### config.mk
export PLATFORM = sky130hd
export DESIGN_NAME = maria_dl_fetch
export DESIGN_NICKNAME = d
export VERILOG_FILES = /design/src/rtl/maria_pkg.sv /design/src/rtl/maria_holey_check.sv /design/src/rtl/maria_dl_fetch.sv
export SDC_FILE = /design/constraint.sdc
export NUM_CORES = 1
export LEC_CHECK = 0
export CORE_ASPECT_RATIO = 1.75
export CORE_MARGIN = 3
export CORE_UTILIZATION = 25
export DETAILED_ROUTE_END_ITERATION = 16
export GPL_TIMING_DRIVEN = 0
export HOLD_SLACK_MARGIN = 0.06
export REMOVE_ABC_BUFFERS = 1
export SLEW_MARGIN = 30
export SYNTH_ARGS = -nofsm -noshare
export SYNTH_HDL_FRONTEND = slang
export SYNTH_SLANG_ARGS = --single-unit
### constraint.sdc
create_clock -name clk_sys -period 5.6 [get_ports clk_sys]
set_input_delay 1.12 -clock clk_sys [delete_from_list [all_inputs] [get_ports clk_sys]]
set_output_delay 1.12 -clock clk_sys [all_outputs]
set_load 0.1 [all_outputs]
### src/rtl/maria_pkg.sv
// Shared definitions for the Maria display-list fetch path: FSM states,
// header decode fields, HOLEY encodings and the width-to-count helper.
package maria_pkg;

  typedef enum logic [2:0] {
    ST_IDLE = 3'd0,
    ST_HDR  = 3'd1,
    ST_PTR  = 3'd2,
    ST_GFX  = 3'd3,
    ST_EMIT = 3'd4,
    ST_DONE = 3'd5
  } state_e;

  // Header byte 1: low five bits zero mark either end-of-list or an extended header.
  localparam logic [7:0] END_MASK = 8'h1F;
  localparam int         EXT_BIT  = 6;
  localparam int         IND_BIT  = 5;
  localparam int         WM_BIT   = 7;

  localparam logic [1:0] HOLEY_NONE = 2'b00;
  localparam logic [1:0] HOLEY_8    = 2'b01;
  localparam logic [1:0] HOLEY_16   = 2'b10;

  // Width field holds the two's complement of the byte count; zero means 32.
  function automatic logic [5:0] width_to_count(input logic [4:0] width);
    return 6'd32 - {1'b0, width};
  endfunction

endpackage

### src/rtl/maria_holey_check.sv
// Flags graphics addresses that fall into a holey DMA region, where the
// fetch is replaced by a zero byte.
module maria_holey_check
  import maria_pkg::*;
(
  input  logic [15:0] addr_i,
  input  logic [1:0]  holey_i,
  output logic        hole_o
);

  // Hole decode: 8-line holes use A11, 16-line holes use A12, both gated by A15.
  always_comb begin
    hole_o = 1'b0;
    case (holey_i)
      HOLEY_8:  hole_o = addr_i[15] & addr_i[11];
      HOLEY_16: hole_o = addr_i[15] & addr_i[12];
      default:  hole_o = 1'b0;
    endcase
  end

endmodule

### src/rtl/maria_dl_fetch.sv
// Maria display-list walker: parses 4/5-byte object headers for one zone
// line, fetches direct or character-indirect graphics, and streams one
// hpos beat plus graphics beats per object to the line RAM.
module maria_dl_fetch
  import maria_pkg::*;
#(
  parameter int MAX_OBJECTS = 64,
  parameter int ADDR_W      = 16
) (
  input  logic              clk_sys,
  input  logic              RESET_N,
  input  logic              mclk0,
  input  logic              start,
  input  logic              halt,
  input  logic [ADDR_W-1:0] dl_ptr,
  input  logic [3:0]        line_offset,
  input  logic [7:0]        CHARBASE,
  input  logic              CWIDTH,
  input  logic [1:0]        HOLEY,
  output logic              mem_req,
  output logic [ADDR_W-1:0] mem_addr,
  input  logic              mem_ack,
  input  logic [7:0]        mem_data,
  output logic [7:0]        d_out,
  output logic [2:0]        PALETTE,
  output logic              WM,
  output logic              latch_hpos,
  output logic              latch_byte,
  output logic              busy,
  output logic              done
);

  localparam int OBJ_W = $clog2(MAX_OBJECTS + 1);

  state_e              state_q, state_d;
  logic [ADDR_W-1:0]   dl_addr_q, dl_addr_d;
  logic [OBJ_W-1:0]    obj_cnt_q, obj_cnt_d;
  logic [2:0]          hdr_idx_q, hdr_idx_d;
  logic                ext_q, ext_d;
  logic                ind_q, ind_d;
  logic [7:0]          addr_lo_q, addr_lo_d;
  logic [7:0]          addr_hi_q, addr_hi_d;
  logic [2:0]          pal_q, pal_d;
  logic [4:0]          width_q, width_d;
  logic                wm_q, wm_d;
  logic [5:0]          cnt_q, cnt_d;
  logic [4:0]          gfx_idx_q, gfx_idx_d;
  logic [7:0]          ptr_q, ptr_d;
  logic                sub_q, sub_d;
  logic [7:0]          dout_q, dout_d;
  logic                beat_hpos_q, beat_hpos_d;

  logic                hdr_done;
  logic                cap_hit;
  logic [ADDR_W-1:0]   hdr_addr;
  logic [ADDR_W-1:0]   ptr_addr;
  logic [ADDR_W-1:0]   gfx_addr;
  logic [7:0]          gfx_hi;
  logic [7:0]          chr_hi;
  logic                gfx_hole;

  // Address generation for header bytes, character pointers and graphics bytes.
  assign cap_hit  = (hdr_idx_q == 3'd0) && (obj_cnt_q == OBJ_W'(MAX_OBJECTS));
  assign hdr_addr = dl_addr_q + {13'd0, hdr_idx_q};
  assign ptr_addr = {addr_hi_q, addr_lo_q} + {11'd0, gfx_idx_q};
  assign gfx_hi   = addr_hi_q + {4'd0, line_offset};
  assign chr_hi   = CHARBASE + {4'd0, line_offset};
  assign gfx_addr = ind_q ? {chr_hi, ptr_q + {7'd0, sub_q}}
                          : ({gfx_hi, addr_lo_q} + {11'd0, gfx_idx_q});

  maria_holey_check u_holey (
    .addr_i  (gfx_addr),
    .holey_i (HOLEY),
    .hole_o  (gfx_hole)
  );

  // State register and all datapath registers.
  always_ff @(posedge clk_sys or negedge RESET_N) begin
    if (!RESET_N) begin
      state_q     <= ST_IDLE;
      dl_addr_q   <= '0;
      obj_cnt_q   <= '0;
      hdr_idx_q   <= '0;
      ext_q       <= 1'b0;
      ind_q       <= 1'b0;
      addr_lo_q   <= '0;
      addr_hi_q   <= '0;
      pal_q       <= '0;
      width_q     <= '0;
      wm_q        <= 1'b0;
      cnt_q       <= '0;
      gfx_idx_q   <= '0;
      ptr_q       <= '0;
      sub_q       <= 1'b0;
      dout_q      <= '0;
      beat_hpos_q <= 1'b0;
    end else begin
      state_q     <= state_d;
      dl_addr_q   <= dl_addr_d;
      obj_cnt_q   <= obj_cnt_d;
      hdr_idx_q   <= hdr_idx_d;
      ext_q       <= ext_d;
      ind_q       <= ind_d;
      addr_lo_q   <= addr_lo_d;
      addr_hi_q   <= addr_hi_d;
      pal_q       <= pal_d;
      width_q     <= width_d;
      wm_q        <= wm_d;
      cnt_q       <= cnt_d;
      gfx_idx_q   <= gfx_idx_d;
      ptr_q       <= ptr_d;
      sub_q       <= sub_d;
      dout_q      <= dout_d;
      beat_hpos_q <= beat_hpos_d;
    end
  end

  // Next-state logic: header parse, pointer/graphics fetch and beat sequencing.
  always_comb begin
    state_d     = state_q;
    dl_addr_d   = dl_addr_q;
    obj_cnt_d   = obj_cnt_q;
    hdr_idx_d   = hdr_idx_q;
    ext_d       = ext_q;
    ind_d       = ind_q;
    addr_lo_d   = addr_lo_q;
    addr_hi_d   = addr_hi_q;
    pal_d       = pal_q;
    width_d     = width_q;
    wm_d        = wm_q;
    cnt_d       = cnt_q;
    gfx_idx_d   = gfx_idx_q;
    ptr_d       = ptr_q;
    sub_d       = sub_q;
    dout_d      = dout_q;
    beat_hpos_d = beat_hpos_q;
    hdr_done    = 1'b0;

    if (halt) begin
      // Halt discards everything in flight, including an ack this cycle.
      state_d = ST_IDLE;
    end else begin
      case (state_q)
        ST_IDLE: begin
          if (start) begin
            state_d   = ST_HDR;
            dl_addr_d = dl_ptr;
            obj_cnt_d = '0;
            hdr_idx_d = '0;
          end
        end

        ST_HDR: begin
          if (cap_hit) begin
            state_d = ST_DONE;
          end else if (mem_ack) begin
            case (hdr_idx_q)
              3'd0: begin
                addr_lo_d = mem_data;
                hdr_idx_d = 3'd1;
              end
              3'd1: begin
                if ((mem_data & END_MASK) != 8'd0) begin
                  ext_d     = 1'b0;
                  ind_d     = 1'b0;
                  pal_d     = mem_data[7:5];
                  width_d   = mem_data[4:0];
                  hdr_idx_d = 3'd2;
                end else if (!mem_data[EXT_BIT]) begin
                  state_d = ST_DONE;
                end else begin
                  ext_d     = 1'b1;
                  ind_d     = mem_data[IND_BIT];
                  wm_d      = mem_data[WM_BIT];
                  hdr_idx_d = 3'd2;
                end
              end
              3'd2: begin
                addr_hi_d = mem_data;
                hdr_idx_d = 3'd3;
              end
              3'd3: begin
                if (ext_q) begin
                  pal_d     = mem_data[7:5];
                  width_d   = mem_data[4:0];
                  hdr_idx_d = 3'd4;
                end else begin
                  hdr_done = 1'b1;
                end
              end
              default: hdr_done = 1'b1;
            endcase

            // Last header byte is hpos: emit it and arm the per-object counters.
            if (hdr_done) begin
              dout_d      = mem_data;
              beat_hpos_d = 1'b1;
              state_d     = ST_EMIT;
              dl_addr_d   = dl_addr_q + (ext_q ? ADDR_W'(5) : ADDR_W'(4));
              obj_cnt_d   = obj_cnt_q + OBJ_W'(1);
              cnt_d       = width_to_count(width_q);
              gfx_idx_d   = '0;
              sub_d       = 1'b0;
              hdr_idx_d   = '0;
            end
          end
        end

        ST_PTR: begin
          if (mem_ack) begin
            ptr_d   = mem_data;
            sub_d   = 1'b0;
            state_d = ST_GFX;
          end
        end

        ST_GFX: begin
          if (gfx_hole) begin
            dout_d      = 8'h00;
            beat_hpos_d = 1'b0;
            state_d     = ST_EMIT;
          end else if (mem_ack) begin
            dout_d      = mem_data;
            beat_hpos_d = 1'b0;
            state_d     = ST_EMIT;
          end
        end

        ST_EMIT: begin
          if (mclk0) begin
            if (beat_hpos_q) begin
              state_d = ind_q ? ST_PTR : ST_GFX;
            end else if (ind_q && CWIDTH && !sub_q) begin
              sub_d   = 1'b1;
              state_d = ST_GFX;
            end else if (cnt_q == 6'd1) begin
              state_d = ST_HDR;
            end else begin
              cnt_d     = cnt_q - 6'd1;
              gfx_idx_d = gfx_idx_q + 5'd1;
              sub_d     = 1'b0;
              state_d   = ind_q ? ST_PTR : ST_GFX;
            end
          end
        end

        ST_DONE: state_d = ST_IDLE;

        default: state_d = ST_IDLE;
      endcase
    end
  end

  // Outputs decoded from the current state; beats are gated by mclk0.
  always_comb begin
    mem_req    = 1'b0;
    mem_addr   = '0;
    latch_hpos = 1'b0;
    latch_byte = 1'b0;
    busy       = (state_q != ST_IDLE);
    done       = (state_q == ST_DONE);
    d_out      = dout_q;
    PALETTE    = pal_q;
    WM         = wm_q;
    case (state_q)
      ST_HDR: begin
        if (!cap_hit) begin
          mem_req  = 1'b1;
          mem_addr = hdr_addr;
        end
      end
      ST_PTR: begin
        mem_req  = 1'b1;
        mem_addr = ptr_addr;
      end
      ST_GFX: begin
        if (!gfx_hole) begin
          mem_req  = 1'b1;
          mem_addr = gfx_addr;
        end
      end
      ST_EMIT: begin
        latch_hpos = mclk0 & beat_hpos_q;
        latch_byte = mclk0 & ~beat_hpos_q;
      end
      default: ;
    endcase
  end

endmodule

==> summary.md <==
| Metric | Value |
|---|---|
| Synth Area in XOR/XNOR | 0.0785 |
| Share of cells above drive strength 1 | 0.152 |
| Distinct cells, synth | 63 |
| Rows | 74 |
| Req. time, crit path | 4480 ps |
| CP Launch Type | primary input |
| Via density per instance | 5.11 |
| Port buffer count | 77 |
| # IOs | 78 |
| Main synth FF type | dfrtp_1 |
| Die X | 123 um |
| Dpl ws | -1430 ps |
| Pwr Density | 486 nW/um2 |
| First-pass GRT wire length | 29300 um |
| Mapped Area | 6020 um2 |
| Largest family of logic cells by synthesized area | simple AND/OR/NAND/NOR gates |
| Pwr Total | 0.00372 W |
| VDD IR-drop max | 0.000265 V |
| Multi-input gate area | 3800 um2 |
| Critical Path End Type | output pin |
| Final #Nets | 856 |
| RSZ-0062 raised after global routing | true |
| Clk sink count | 85 |
| #FFs+latches synth | 85 |
| Wirelength, routed | 18800 um |
| Vias | 5561 |
| Max clock buf depth | 2 |
| Post-synthesis cell count | 699 |
| Final hold vios | 0 |
| Async SR Flop Fraction | 1.00 |
| Core Footprint | 23500 um2 |
| Synth Area in Compound Gates | 0.180 |
| Final setup TNS | 0 ps |
| Lkg Pwr | 3.18 nW |
| Total CTS buffers | 9 |
| Avg Synthesized Cell Area | 8.62 um2 |
| DRT iter0 DRCs | 384 |
| Seq. cell area | 2130 um2 |
| CTS Hold Bufs | 0 |
| Initial antenna violation count | 0 |
| Worst Hold Depth | 1 |
| Pin count of the biggest net entering global routing | 67 |
| Final setup viols | 0 |
| Die H | 211 um |
| Worst-Skew Late Latency | 350 ps |
| Crit Reg-Reg Endpoint | d_out[7] |
| Diodes inserted | 0 |
| Via count of the first global-routing pass | 5541 |
| Grt ovf | 0 |
| Worst slew margin | 0.323 |
| Period minus WS final | 5550 ps |
| Final WS setup | 46.4 ps |
| Hold path start | PALETTE[2] |
| Maximum clock rate | 180 MHz |
| Final period util | 0.992 |
| Simple-gate share of the synthesized area | 0.196 |
| Final Slew Violations | 0 |
| DRC errors left | 0 |
| GP Congestion | 0.850 |
| Clock Skew | 9.36 ps |
| Sequential-to-total area share from yosys stat | 0.353 |
| Min-Delay Path Class | reg2reg |
| Critical path arrival | 4430 ps |
| Max cap viols | 0 |
| Worst reg2reg path depth | 12 |
| Post-Synth Adder-Cell Area | 0.0694 |
| R2r setup slk | 1740 ps |
| Total GRT Usage | 0.146 |
| Syn-to-layout area delta | 27.1% |
| Root Driver | clkbuf_16 |
| Critical Path Fanout Max | 2 |
| Final HPWL DP | 14000 um |
| Slew @ Worst Pin | 1010 ps |
| Crit path kind | in2out |
| Remaining antenna violation count | 0 |
| CTS tree | yes |
| CTS H-tree depth | 3 |
| Yosys warns | 0 |
| FF-to-FF Start | addr_hi_q[0] |
| Fillers | 2462 |
| Number of iterations in the first detailed-routing pass | 5 |
| Clock Pin Slew Worst Setup and Hold Paths | 60 ps |
| Die ar. | 26100 um2 |
| Status | completed |
| DR WL/cell | 17.2 um |
| Proportion of synthesized area in mux cells | 0.0835 |
| Initial Util | 0.256 |
| Hold EP | PALETTE[2] |
| Post-synth EDFFs | 0 |
[layout make-up]
| type | count | share of cell area |
|---|---|---|
| Clock buffer | 9 | 0.0294 |
| Clock inverter | 7 | 0.0106 |
| Inverter | 27 | 0.0132 |
| Multi-Input combinational cell | 558 | 0.497 |
| Sequential cell | 85 | 0.278 |
| Tap cell | 304 | 0.0497 |
| Timing Repair Buffer | 99 | 0.122 |
[layout by cell type, fill, tap and decap left out, drive strengths merged, types with 7 or more instances in the layout]
cell type,netlist,routed
a21oi,50,50
a31oi,7,7
and3,15,15
buf,3,39
clkbuf,27,10
clkdlybuf4s50,0,56
dfrtp,85,85
ha,27,27
inv,26,28
mux2,34,34
mux2i,12,12
nand2,95,95
nand3,26,26
nand4,12,12
nor2,54,54
nor3,19,19
o21ai,65,65
o221ai,14,14
xnor2,32,32
xor2,22,22
[how the worst max path moves through the flow]
stage                   start           end  slack [ps]  cells after the start
2_1_floorplan  line_offset[0]   mem_addr[7]        -830                     10
3_3_place_gp   line_offset[0]   mem_addr[1]       -1460                     13
3_5_place_dp   line_offset[0]   mem_addr[1]       -1430                     13
4_1_cts           CHARBASE[0]   mem_addr[1]           4                     14
5_1_grt        line_offset[0]   mem_addr[1]         -60                     15
6_report       line_offset[0]  mem_addr[10]          50                     18
[flip-flops by register name, indices dropped and copies added (netlist names)]
signal,count
addr_hi_q,8
gfx_idx_q,5
ptr_q,8
addr_lo_q,8
PALETTE,3
dl_addr_q,16
ind_q,1
cnt_q,6
ext_q,1
d_out,8
sub_q,1
WM,1
beat_hpos_q,1
state_q,3
width_q,5
obj_cnt_q,7
hdr_idx_q,3
[cell usage after synthesis (all sizes together), types with 2 or more instances]
master,number,area [um2]
o32ai,2,17.5
ha,27,338
o221ai,14,123
mux2i,12,120
and3,15,93.8
buf,3,31.3
and2,4,25.0
o21a,2,15.0
dfrtp,85,2130
nor2,54,203
a211oi,2,15.0
or3,4,25.0
nand2,95,357
nor3b,3,22.5
xnor2,32,280
o2111ai,2,17.5
a21boi,2,26.3
o21ai,65,325
nor3,19,100
nand2b,2,12.5
a21o,6,45.0
a21oi,50,250
o22ai,5,31.3
clkbuf,27,103
fa,4,80.1
nand4,12,75.1
a31oi,7,58.8
nor4,2,18.8
xor2,22,193
nand4b,2,17.5
o22a,2,17.5
o31ai,2,15.0
nor2b,6,37.5
a221o,3,30.0
inv,26,97.6
mux2,34,383
nand3,26,135
o31a,2,17.5
a22o,2,17.5
[layer usage]
metal  part of all wire  vias up  routed length [um]  global-route usage
li1                   -     2680                   -                   -
met1               0.37     2664                6940               0.157
met2               0.53      172               10000               0.268
met3              0.047       45                 877              0.0203
met4              0.048        0                 905              0.0784
met5                  0        -                   0                   0
[through the flow]
stage | cells | cell area (um2) | hold WS, ps | utilization
after CTS | 1086 | 7560 | 512 | 0.322
final | 1089 | 7650 | 511 | 0.325
after floorplan | 669 | 5890 | 443 | -
after detailed placement | 1052 | 7090 | 476 | 0.301
after global placement | 1050 | 7040 | 461 | 0.299
after global routing | 1089 | 7650 | 527 | 0.325
[report_power, final]
part	leakage (nW)	total [W]	switching (W)	internal, W
sequential	1.08	0.00111	0.000278	0.000832
combinational	1.95	0.00199	0.00130	0.000693
clock	0.147	0.000621	0.000270	0.000351
total	3.18	0.00372	0.00185	0.00188
[kinds of logic (layout without fill, tap and decap cells)]
| logic type | Yosys count | after routing |
|---|---|---|
| AOI/OAI and AO/OA | 175 | 176 |
| xor gates and xnor gates | 54 | 54 |
| adders and majority gates | 31 | 31 |
| buffers and inverters | 57 | 142 |
| DFF | 85 | 85 |
| muxes | 46 | 46 |
| and+or+nand+nor | 251 | 251 |
[timing repair]
action / 4_1_cts / 5_1_grt
gates resized for setup: 117 / 15
pin swaps: 8 / 7
gates cloned: 1 / 0
endpoints found under the setup margin: 17 / 17
buffers inserted: 17 / 3
[worst max-delay path, cell delays in order]
cell and delay, ps:
dlygate4sd2_1 260, ha_2 210, fa_2 570, nand2_2 90, buf_4 140, buf_4 120, buf_4 130, buf_4 120
buf_4 120, buf_4 120, buf_4 120, buf_4 120, buf_4 120, buf_4 120, o31ai_1 280, a31oi_1 140
o221ai_1 270, buf_6 280
Note: power is estimated with default switching activity, not from simulation.
